[src/rtl/cla_word_sequencer_if.sv]
// Bus bundle between the ALU control path, the word sequencer and the shared 16-bit CLA.
interface cla_word_sequencer_if #(parameter int NUM_WORDS = 4);
  localparam int W = 16 * NUM_WORDS;

  logic         start;
  logic         sub;
  logic [W-1:0] op_a;
  logic [W-1:0] op_b;
  logic [15:0]  add_a;
  logic [15:0]  add_b;
  logic         add_cin;
  logic [15:0]  add_sum;
  logic         add_cout;
  logic         busy;
  logic         done;
  logic [W-1:0] result;
  logic         c_out;
  logic         ovf;

  modport master (
    output start, sub, op_a, op_b,
    input  busy, done, result, c_out, ovf
  );

  modport slave (
    input  start, sub, op_a, op_b, add_sum, add_cout,
    output add_a, add_b, add_cin, busy, done, result, c_out, ovf
  );

  modport adder (
    input  add_a, add_b, add_cin,
    output add_sum, add_cout
  );
endinterface

[src/rtl/cla_word_sequencer.sv]
// Multi-word add/subtract sequencer driving one shared 16-bit CLA, LS word first.
// Optional saturation on signed overflow when CLA_SEQ_SAT_EN is defined.
module cla_word_sequencer #(
  parameter int NUM_WORDS = 4
) (
  input  logic                  clk,
  input  logic                  rst_n,
  cla_word_sequencer_if.slave   bus
);
  localparam int W  = 16 * NUM_WORDS;
  localparam int IW = $clog2(NUM_WORDS);

  typedef enum logic [1:0] {
    S_IDLE = 2'd0,
    S_RUN  = 2'd1,
    S_DONE = 2'd2
  } state_t;

  state_t         r_state;
  state_t         w_next;
  logic [IW-1:0]  r_idx;
  logic [W-1:0]   r_a;
  logic [W-1:0]   r_b;
  logic           r_carry;
  logic [W-1:0]   r_result;
  logic           r_c_out;
  logic           r_ovf;
  logic           w_accept;
  logic           w_run;
  logic           w_last;
  logic           w_ovf;
  logic [IW+3:0]  w_base;

  assign w_run  = (r_state == S_RUN);
  assign w_last = (r_idx == IW'(NUM_WORDS - 1));
  assign w_base = {r_idx, 4'd0};
  // Signs come from the latched A and the already-inverted B; the MSB of the last word is the result sign.
  assign w_ovf  = (r_a[W-1] == r_b[W-1]) && (bus.add_sum[15] != r_a[W-1]);

  always_ff @(posedge clk or negedge rst_n) begin
    if (!rst_n) begin
      r_state <= S_IDLE;
    end else begin
      r_state <= w_next;
    end
  end

  always_comb begin
    w_next   = r_state;
    w_accept = 1'b0;
    case (r_state)
      S_IDLE: begin
        if (bus.start) begin
          w_accept = 1'b1;
          w_next   = S_RUN;
        end else begin
          w_next   = S_IDLE;
        end
      end
      S_RUN: begin
        if (w_last) begin
          w_next = S_DONE;
        end else begin
          w_next = S_RUN;
        end
      end
      S_DONE: begin
        if (bus.start) begin
          w_accept = 1'b1;
          w_next   = S_RUN;
        end else begin
          w_next   = S_IDLE;
        end
      end
      default: begin
        w_next = S_IDLE;
      end
    endcase
  end

  always_ff @(posedge clk or negedge rst_n) begin
    if (!rst_n) begin
      r_idx    <= '0;
      r_a      <= '0;
      r_b      <= '0;
      r_carry  <= 1'b0;
      r_result <= '0;
      r_c_out  <= 1'b0;
      r_ovf    <= 1'b0;
    end else if (w_accept) begin
      r_idx   <= '0;
      r_a     <= bus.op_a;
      r_b     <= bus.op_b ^ {W{bus.sub}};
      r_carry <= bus.sub;
    end else if (w_run) begin
      r_result[w_base +: 16] <= bus.add_sum;
      r_carry                <= bus.add_cout;
      r_idx                  <= r_idx + IW'(1);
      if (w_last) begin
        r_c_out <= bus.add_cout;
        r_ovf   <= w_ovf;
`ifdef CLA_SEQ_SAT_EN
        if (w_ovf) begin
          r_result <= {r_a[W-1], {(W-1){~r_a[W-1]}}};
        end
`endif
      end
    end
  end

  assign bus.busy    = w_run;
  assign bus.done    = (r_state == S_DONE);
  assign bus.add_a   = w_run ? r_a[w_base +: 16] : 16'h0000;
  assign bus.add_b   = w_run ? r_b[w_base +: 16] : 16'h0000;
  assign bus.add_cin = w_run ? r_carry : 1'b0;
  assign bus.result  = r_result;
  assign bus.c_out   = r_c_out;
  assign bus.ovf     = r_ovf;
endmodule

[src/flat_wrapper.sv]
// flat-port wrapper written by rule: the top's interface ports become plain ports
module cla_word_sequencer_flat 
#(
  parameter int NUM_WORDS = 4
)
  (clk, rst_n, bus_start, bus_sub, bus_op_a, bus_op_b, bus_add_sum, bus_add_cout, bus_add_a, bus_add_b, bus_add_cin, bus_busy, bus_done, bus_result, bus_c_out, bus_ovf);
  cla_word_sequencer_if #(.NUM_WORDS(NUM_WORDS)) bus_i ();
  input  logic clk;
  input  logic rst_n;
  input wire logic [$bits(bus_i.start)-1:0] bus_start;
  input wire logic [$bits(bus_i.sub)-1:0] bus_sub;
  input wire logic [$bits(bus_i.op_a)-1:0] bus_op_a;
  input wire logic [$bits(bus_i.op_b)-1:0] bus_op_b;
  input wire logic [$bits(bus_i.add_sum)-1:0] bus_add_sum;
  input wire logic [$bits(bus_i.add_cout)-1:0] bus_add_cout;
  output wire logic [$bits(bus_i.add_a)-1:0] bus_add_a;
  output wire logic [$bits(bus_i.add_b)-1:0] bus_add_b;
  output wire logic [$bits(bus_i.add_cin)-1:0] bus_add_cin;
  output wire logic [$bits(bus_i.busy)-1:0] bus_busy;
  output wire logic [$bits(bus_i.done)-1:0] bus_done;
  output wire logic [$bits(bus_i.result)-1:0] bus_result;
  output wire logic [$bits(bus_i.c_out)-1:0] bus_c_out;
  output wire logic [$bits(bus_i.ovf)-1:0] bus_ovf;
  assign bus_i.start = bus_start;
  assign bus_i.sub = bus_sub;
  assign bus_i.op_a = bus_op_a;
  assign bus_i.op_b = bus_op_b;
  assign bus_i.add_sum = bus_add_sum;
  assign bus_i.add_cout = bus_add_cout;
  assign bus_add_a = bus_i.add_a;
  assign bus_add_b = bus_i.add_b;
  assign bus_add_cin = bus_i.add_cin;
  assign bus_busy = bus_i.busy;
  assign bus_done = bus_i.done;
  assign bus_result = bus_i.result;
  assign bus_c_out = bus_i.c_out;
  assign bus_ovf = bus_i.ovf;
  cla_word_sequencer #(.NUM_WORDS(NUM_WORDS)) u_core (.clk(clk), .rst_n(rst_n), .bus(bus_i));
endmodule
[config.mk]
export PLATFORM = sky130hd
export DESIGN_NAME = cla_word_sequencer_flat
export DESIGN_NICKNAME = d
export VERILOG_FILES = /design/src/rtl/cla_word_sequencer_if.sv /design/src/rtl/cla_word_sequencer.sv /design/src/flat_wrapper.sv
export SDC_FILE = /design/constraint.sdc
export NUM_CORES = 1
export LEC_CHECK = 0
export ABC_AREA = 1
export CAP_MARGIN = 20
export CORE_ASPECT_RATIO = 1.2
export CORE_MARGIN = 5
export CORE_UTILIZATION = 45
export DETAILED_ROUTE_END_ITERATION = 10
export GPL_ROUTABILITY_DRIVEN = 0
export GPL_TIMING_DRIVEN = 0
export PLACE_DENSITY = 0.76
export SLEW_MARGIN = 10
export SYNTH_ARGS = -nofsm -noshare
export SYNTH_HDL_FRONTEND = slang
export SYNTH_SLANG_ARGS = --single-unit
[constraint.sdc]
create_clock -name clk -period 1.7 [get_ports clk]
set_input_delay 0.51 -clock clk [delete_from_list [all_inputs] [get_ports clk]]
set_output_delay 0.51 -clock clk [all_outputs]
set_load 0.05 [all_outputs]
==> results of run 1 <==
## power breakdown
group	switching (mW)	internal, mW
registers	1.05	6.95
clock network	1.97	2.08
logic	13.3	7.12
## kinds of logic (layout without fill, tap and decap cells)
group | count (synthesis) | count (layout) | synth area share, %
compound gates | 166 | 166 | 10.3
xor+xnor | 64 | 64 | 5.64
fa+ha+maj | 5 | 5 | 0.629
buf+inv | 227 | 538 | 10.2
flops | 199 | 199 | 50.1
other cells | 0 | 2 | 0
simple gates | 571 | 571 | 23.2
## registers in the layout (all words and copies together), names as in the netlist
name and cells:
u_core.bus.result 64, u_core.r_a 64, u_core.r_b 64, u_core.r_idx 2, u_core.r_state 2, u_core.bus.c_out 1, u_core.bus.ovf 1, u_core.r_carry 1
## layout make-up
type	count	area, sq um	share of cell area [%]
clock inverter	15	164	1.11
inverter	155	599	4.06
multi-input combinational	806	4890	33.1
clock buffer	17	425	2.88
buffer	71	757	5.12
timing repair buffer	280	2620	17.7
tap	274	343	2.32
antenna	2	5.00	0.0339
sequential	199	4980	33.7
## cells in the final DEF (no fill, tap or decap), drive strengths merged
master	count
bufinv	1
clkinv	9
diode	2
a21oi	32
nand2	478
clkdlybuf4s15	3
buf	175
o22ai	1
dfrtp	199
o211ai	1
nor2	23
xnor2	64
clkinvlp	1
clkbuf	44
inv	159
clkdlybuf4s50	146
nand3	70
ha	5
o21ai	132
## layer usage
metal	up-vias	routed length [um]	GRT usage, %
met2	326	15300	40.6
met4	2	1400	9.88
met1	4217	12600	29.9
met5	-	11	0
met3	79	1800	5.34
li1	4366	-	-
## metrics by stage
step | utilization, % | total power, mW
CTS | 66.9 | 31.7
global placement | 62.3 | 26.3
global route | 68.1 | 34.4
detailed placement | 62.4 | 26.6
finish | 68.1 | 32.5
floorplan | - | 21.0
## worst register-to-register path, cell delays in order (launching register included)
cell and delay (ps):
dfrtp_1 420, inv_2 120, clkbuf_16 180, buf_6 110, buf_12 130, ha_4 250
inv_4 90, nand3_2 90, nor2_4 140, buf_6 160, nand2_1 60, nand2_1 60
## repair_timing
action,in CTS,in global routing
buffers inserted,13,14
pin swaps,15,21
endpoints found under the setup margin,165,129
resized for setup,586,139
gates cloned,1,4
## path summary, 6_finish.rpt
path | endpoint | slack, ps | from | cells past startpoint
max | bus_add_a[14] | -640 | u_core.r_idx[0] | 7
min | u_core.bus.result[59] | 80 | rst_n | 1
max reg2reg | u_core.bus.result[6] | -170 | u_core.r_idx[0] | 11
min reg2reg | u_core.bus.result[4] | 480 | u_core.bus.result[4] | 2
max in group asynchronous | u_core.r_b[1] | 660 | rst_n | 2
min in group clk | u_core.bus.result[4] | 480 | u_core.bus.result[4] | 2
==> impl_metrics.yaml, run 1 <==
synthesis:
  yosysWarnings: 0
  synth.distinct_cells: 25
  synthTopCellsByArea: "dfrtp_1 (50%), nand2_1 (18%), inv_1 (5.7%)"
  synth_edf_count: 0
  syn_nets: 1386
  synthCells: 1232
  synthArstFlopShare_pct: 100
  synth_ff_type: "dfrtp_1"
  yosys.area.top_type_share_pct: 50.1
  synthTopCellsByCount: "nand2_1 (475), dfrtp_1 (199), inv_1 (152)"
  synth.most_common_cell: "nand2_1"
  synth-seq-area-share_pct: 50.1
  ys_ff_latch: 199
  syn_area_sq_mm: 0.00994
  yosys.area.top_type: "dfrtp_1"
  avgSynthCellArea_sq_um: 8.07
sta:
  fin_setup_tns_ps: -27510
  max_freq_mhz: 428
  rsz0062_at_grt: "yes"
  fin_crit_ps: 2340
  drv_slew: 0
  post-route-period-util_pct: 137
  layout_setup_ws_ps: -637
  hold_ws_ps: 78.4
  relSlewSlack_pct: 48.5
  tightest_slew_ps: 773
  final_hold_viol_count: 0
  setup_violations: 100
  finClkSkew_ps: 11.8
global_route:
  grt_overflow: 0
  first_global_vias: 9212
  track_usage_pct: 24.1
  antenna_found_initial: 3
  grt_max_degree: 103
  grt_pass1_wl_mm: 48.5
setup_path:
  end_kind: "output port"
  critical_path_class: "register to output port"
  path_buf_inv: 4
  worstPathArrival_ps: 1830
  crit_slowest_cell: "dfrtp_1"
  slowest_delay_ps: 420
  critPathTopFamily: "buffers and inverters"
  path_max_fanout: 10
  required_ps: 1190
  startpoint_type: "register"
  crit_chain: "inv_2 -> clkbuf_16 -> clkbuf_8 -> nand2_2 -> nand3_2 -> a21oi_4 -> buf_6"
routing:
  wire_per_inst_um: 17.1
  drc_errors: 0
  wirelength_mm: 31.2
  via_per_inst: 4.94
  drt_iter0_drc: 560
  first_pass_iters: 6
  ant_nets: 0
  via_count: 8990
final_layout:
  finalNetCount: 1684
  instances_no_fill: 1819
  final_cell_area_sq_mm: 0.0148
  synthToLayoutAreaGrowth_pct: 48.6
  drive_above_1_share_pct: 28.8
  fillCellCount: 1787
clocking:
  cts_tree: "built"
  numClockSinks: 199
  clk_pin_slew_ps: 80
  cts-root-buf: "clkbuf_16"
  cts_buffers: 17
  postCtsHoldBufs: 0
  clockBufferDepth: 2
  clk_latency_ps: 440
  htree_levels: 4
outcome:
  status: "finished, violations left"
  violations: "negative setup slack"
floorplanning:
  num_rows: 59
  die_w_um: 146
  die_y_um: 173
  design.core.area_sq_mm: 0.0217
  io_pins: 250
  initial_core_util_pct: 45.8
  die_area_sq_mm: 0.0252
run:
  max-cap-violations: 0
placed_design:
  port_buffers: 248
  dp_cells: 1755
  dpl_cell_area_sq_mm: 0.0135
  dpl_worst_slack_ps: -902
  dp_hpwl_mm: 22.8
power_and_ir_drop:
  power.density_mw_per_mm2: 2200
  power.leakage_nw: 7.30
  ir_drop_uv: 2170
min_path:
  min_path_type: "input port to async pin"
Power figures use the tool's default switching activity.
==> inputs of run 2 (changes only) <==
- CORE_UTILIZATION: 45 -> 40
- PLACE_DENSITY: 0.76 -> 0.69
==> run 2 against run 1 <==
The flow still finishes with violations (negative setup slack). Sequential cell count is the same. Utilization shrank 5.8 points. Routed wire length grew 4.6%. Critical path type unchanged.
==> impl_metrics.yaml, run 2 (synthesis gave the netlist of run 1 again) <==
global_route:
  first_global_vias: 9131
  track_usage_pct: 22.4
  grt_max_degree: 110
  grt_use_met3_pct: 4.74
  grt_overflow: 0
  gr-usage-met1_pct: 28.6
  grt_pass1_wl_mm: 49.7
  antenna_found_initial: 1
  grt-busiest-layer: "met2"
  grtUsageMet2_pct: 37.6
routing:
  drt_iter0_drc: 489
  ant_nets: 0
  via_per_inst: 4.82
  drc_errors: 0
  first_pass_iters: 5
  via_count: 9029
  wirelength_mm: 32.6
  wire_per_inst_um: 17.4
placed_design:
  dp_cells: 1806
  dp_hpwl_mm: 23.3
  port_buffers: 248
setup_path:
  worstPathArrival_ps: 1800
  startpoint_type: "register"
  end_kind: "output port"
  required_ps: 1190
  path_max_fanout: 6
  critical_path_class: "register to output port"
final_layout:
  final_common_cell: "nand2_1"
  drive_above_1_share_pct: 34.3
  n_antenna_cell: 0
  layout_common_cells: "nand2_1 (354), dfrtp_1 (197), inv_1 (147), clkdlybuf4s50_1 (146), nand2_2 (98)"
  instances_no_fill: 1872
  synthToLayoutAreaGrowth_pct: 54.0
  finalNetCount: 1688
floorplanning:
  num_rows: 63
  design.core.area_sq_mm: 0.0246
  die_y_um: 183
  initial_core_util_pct: 40.4
  die_w_um: 154
  die_area_sq_mm: 0.0281
  io_pins: 250
sta:
  finClkSkew_ps: 11.1
  layout_setup_ws_ps: -611
  final_hold_viol_count: 0
  relSlewSlack_pct: 51.8
  fin_setup_tns_ps: -30200
  tightest_slew_ps: 723
  setup_violations: 99
  post-route-period-util_pct: 136
  rsz0062_at_grt: "yes"
  max_freq_mhz: 433
  fin_crit_ps: 2310
  hold_ws_ps: 75.9
  drv_slew: 0
power_and_ir_drop:
  power.leakage_nw: 7.57
  ir_drop_uv: 2180
  power.density_mw_per_mm2: 2190
run:
  max-cap-violations: 0
min_path:
  min_path_type: "input port to async pin"
clocking:
  cts_buffers: 17
  numClockSinks: 199
  clk_pin_slew_ps: 80
  cts_tree: "built"
  clockBufferDepth: 2
  clk_latency_ps: 430
  cts-root-buf: "clkbuf_16"
  htree_levels: 4
outcome:
  status: "finished, violations left"
  violations: "negative setup slack"
==> run 2: cell types whose count changed in the layout (fill, tap and decap cells not counted), moves of 6 or more <==
| cell | delta |
|---|---|
| inv_6 | +6 |
| nand2_2 | +60 |
| nand2_1 | -80 |
| nand2_4 | +19 |
| nand3_4 | +8 |
| nand3_2 | -7 |
==> run 2: per-stage QoR <==
stage / cell area, sq um / total power [mW] / worst slack [ps] / util (%)
2_1_floorplan: 10700 / 21.0 / -56.8 / -
3_3_place_gp: 13600 / 26.4 / -8360 / 55.2
3_5_place_dp: 13600 / 26.6 / -900 / 55.3
4_1_cts: 14800 / 32.2 / -618 / 60.1
5_1_grt: 15300 / 35.3 / -657 / 62.3
6_report: 15300 / 33.5 / -611 / 62.3
==> run 2: timing repair <==
action                                  4_1_cts  5_1_grt
gates cloned                                  6        4
resized for setup                           605      251
endpoints found under the setup margin      165      135
hold endpoints to repair                      0        0
hold buffers                                  0        0
pin swaps                                    22       74
buffers inserted                             17        8
==> run 2: cell type report <==
type	instances	area, sq um
Clock buffer	19	443
Timing Repair Buffer	283	2660
Clock inverter	13	130
Tap cell	325	407
Fill cell	2127	9280
Inverter	155	602
Buffer	72	832
Multi-Input combinational cell	806	5260
Sequential cell	199	4980
==> run 2: path summary, 6_finish.rpt <==
kind | startpoint | endpoint | slack [ps] | cells past startpoint
hold reg to reg | u_core.bus.result[9] | u_core.bus.result[9] | 470 | 2
setup / recovery | u_core.r_idx[0] | bus_add_b[10] | -610 | 6
setup reg to reg | u_core.r_idx[0] | u_core.bus.result[46] | -210 | 11
hold / removal | rst_n | u_core.bus.result[60] | 80 | 1
min in group clk | u_core.bus.result[9] | u_core.bus.result[9] | 470 | 2
max in group asynchronous | rst_n | u_core.r_state[0] | 600 | 2
==> run 2: report_power, final <==
part | internal, mW | leakage (nW) | switching [mW] | total (mW)
clock network | 2.00 | 0.284 | 1.99 | 3.99
logic | 7.62 | 4.74 | 13.9 | 21.5
registers | 6.95 | 2.55 | 1.07 | 8.02
==> run 2: routing by layer <==
metal / wire length, um / part of all wire, %
met1: 13600 / 42
met2: 16200 / 50
met3: 1600 / 4.9
met4: 1180 / 3.6
met5: 20 / 0.061
==> run 2: worst max-delay path, stage by stage, from the launching register on <==
cell	delay, ps
dfrtp_2	470
buf_8	180
clkbuf_8	150
nand2_2	100
nand3_4	90
a21oi_4	200
buf_6	180
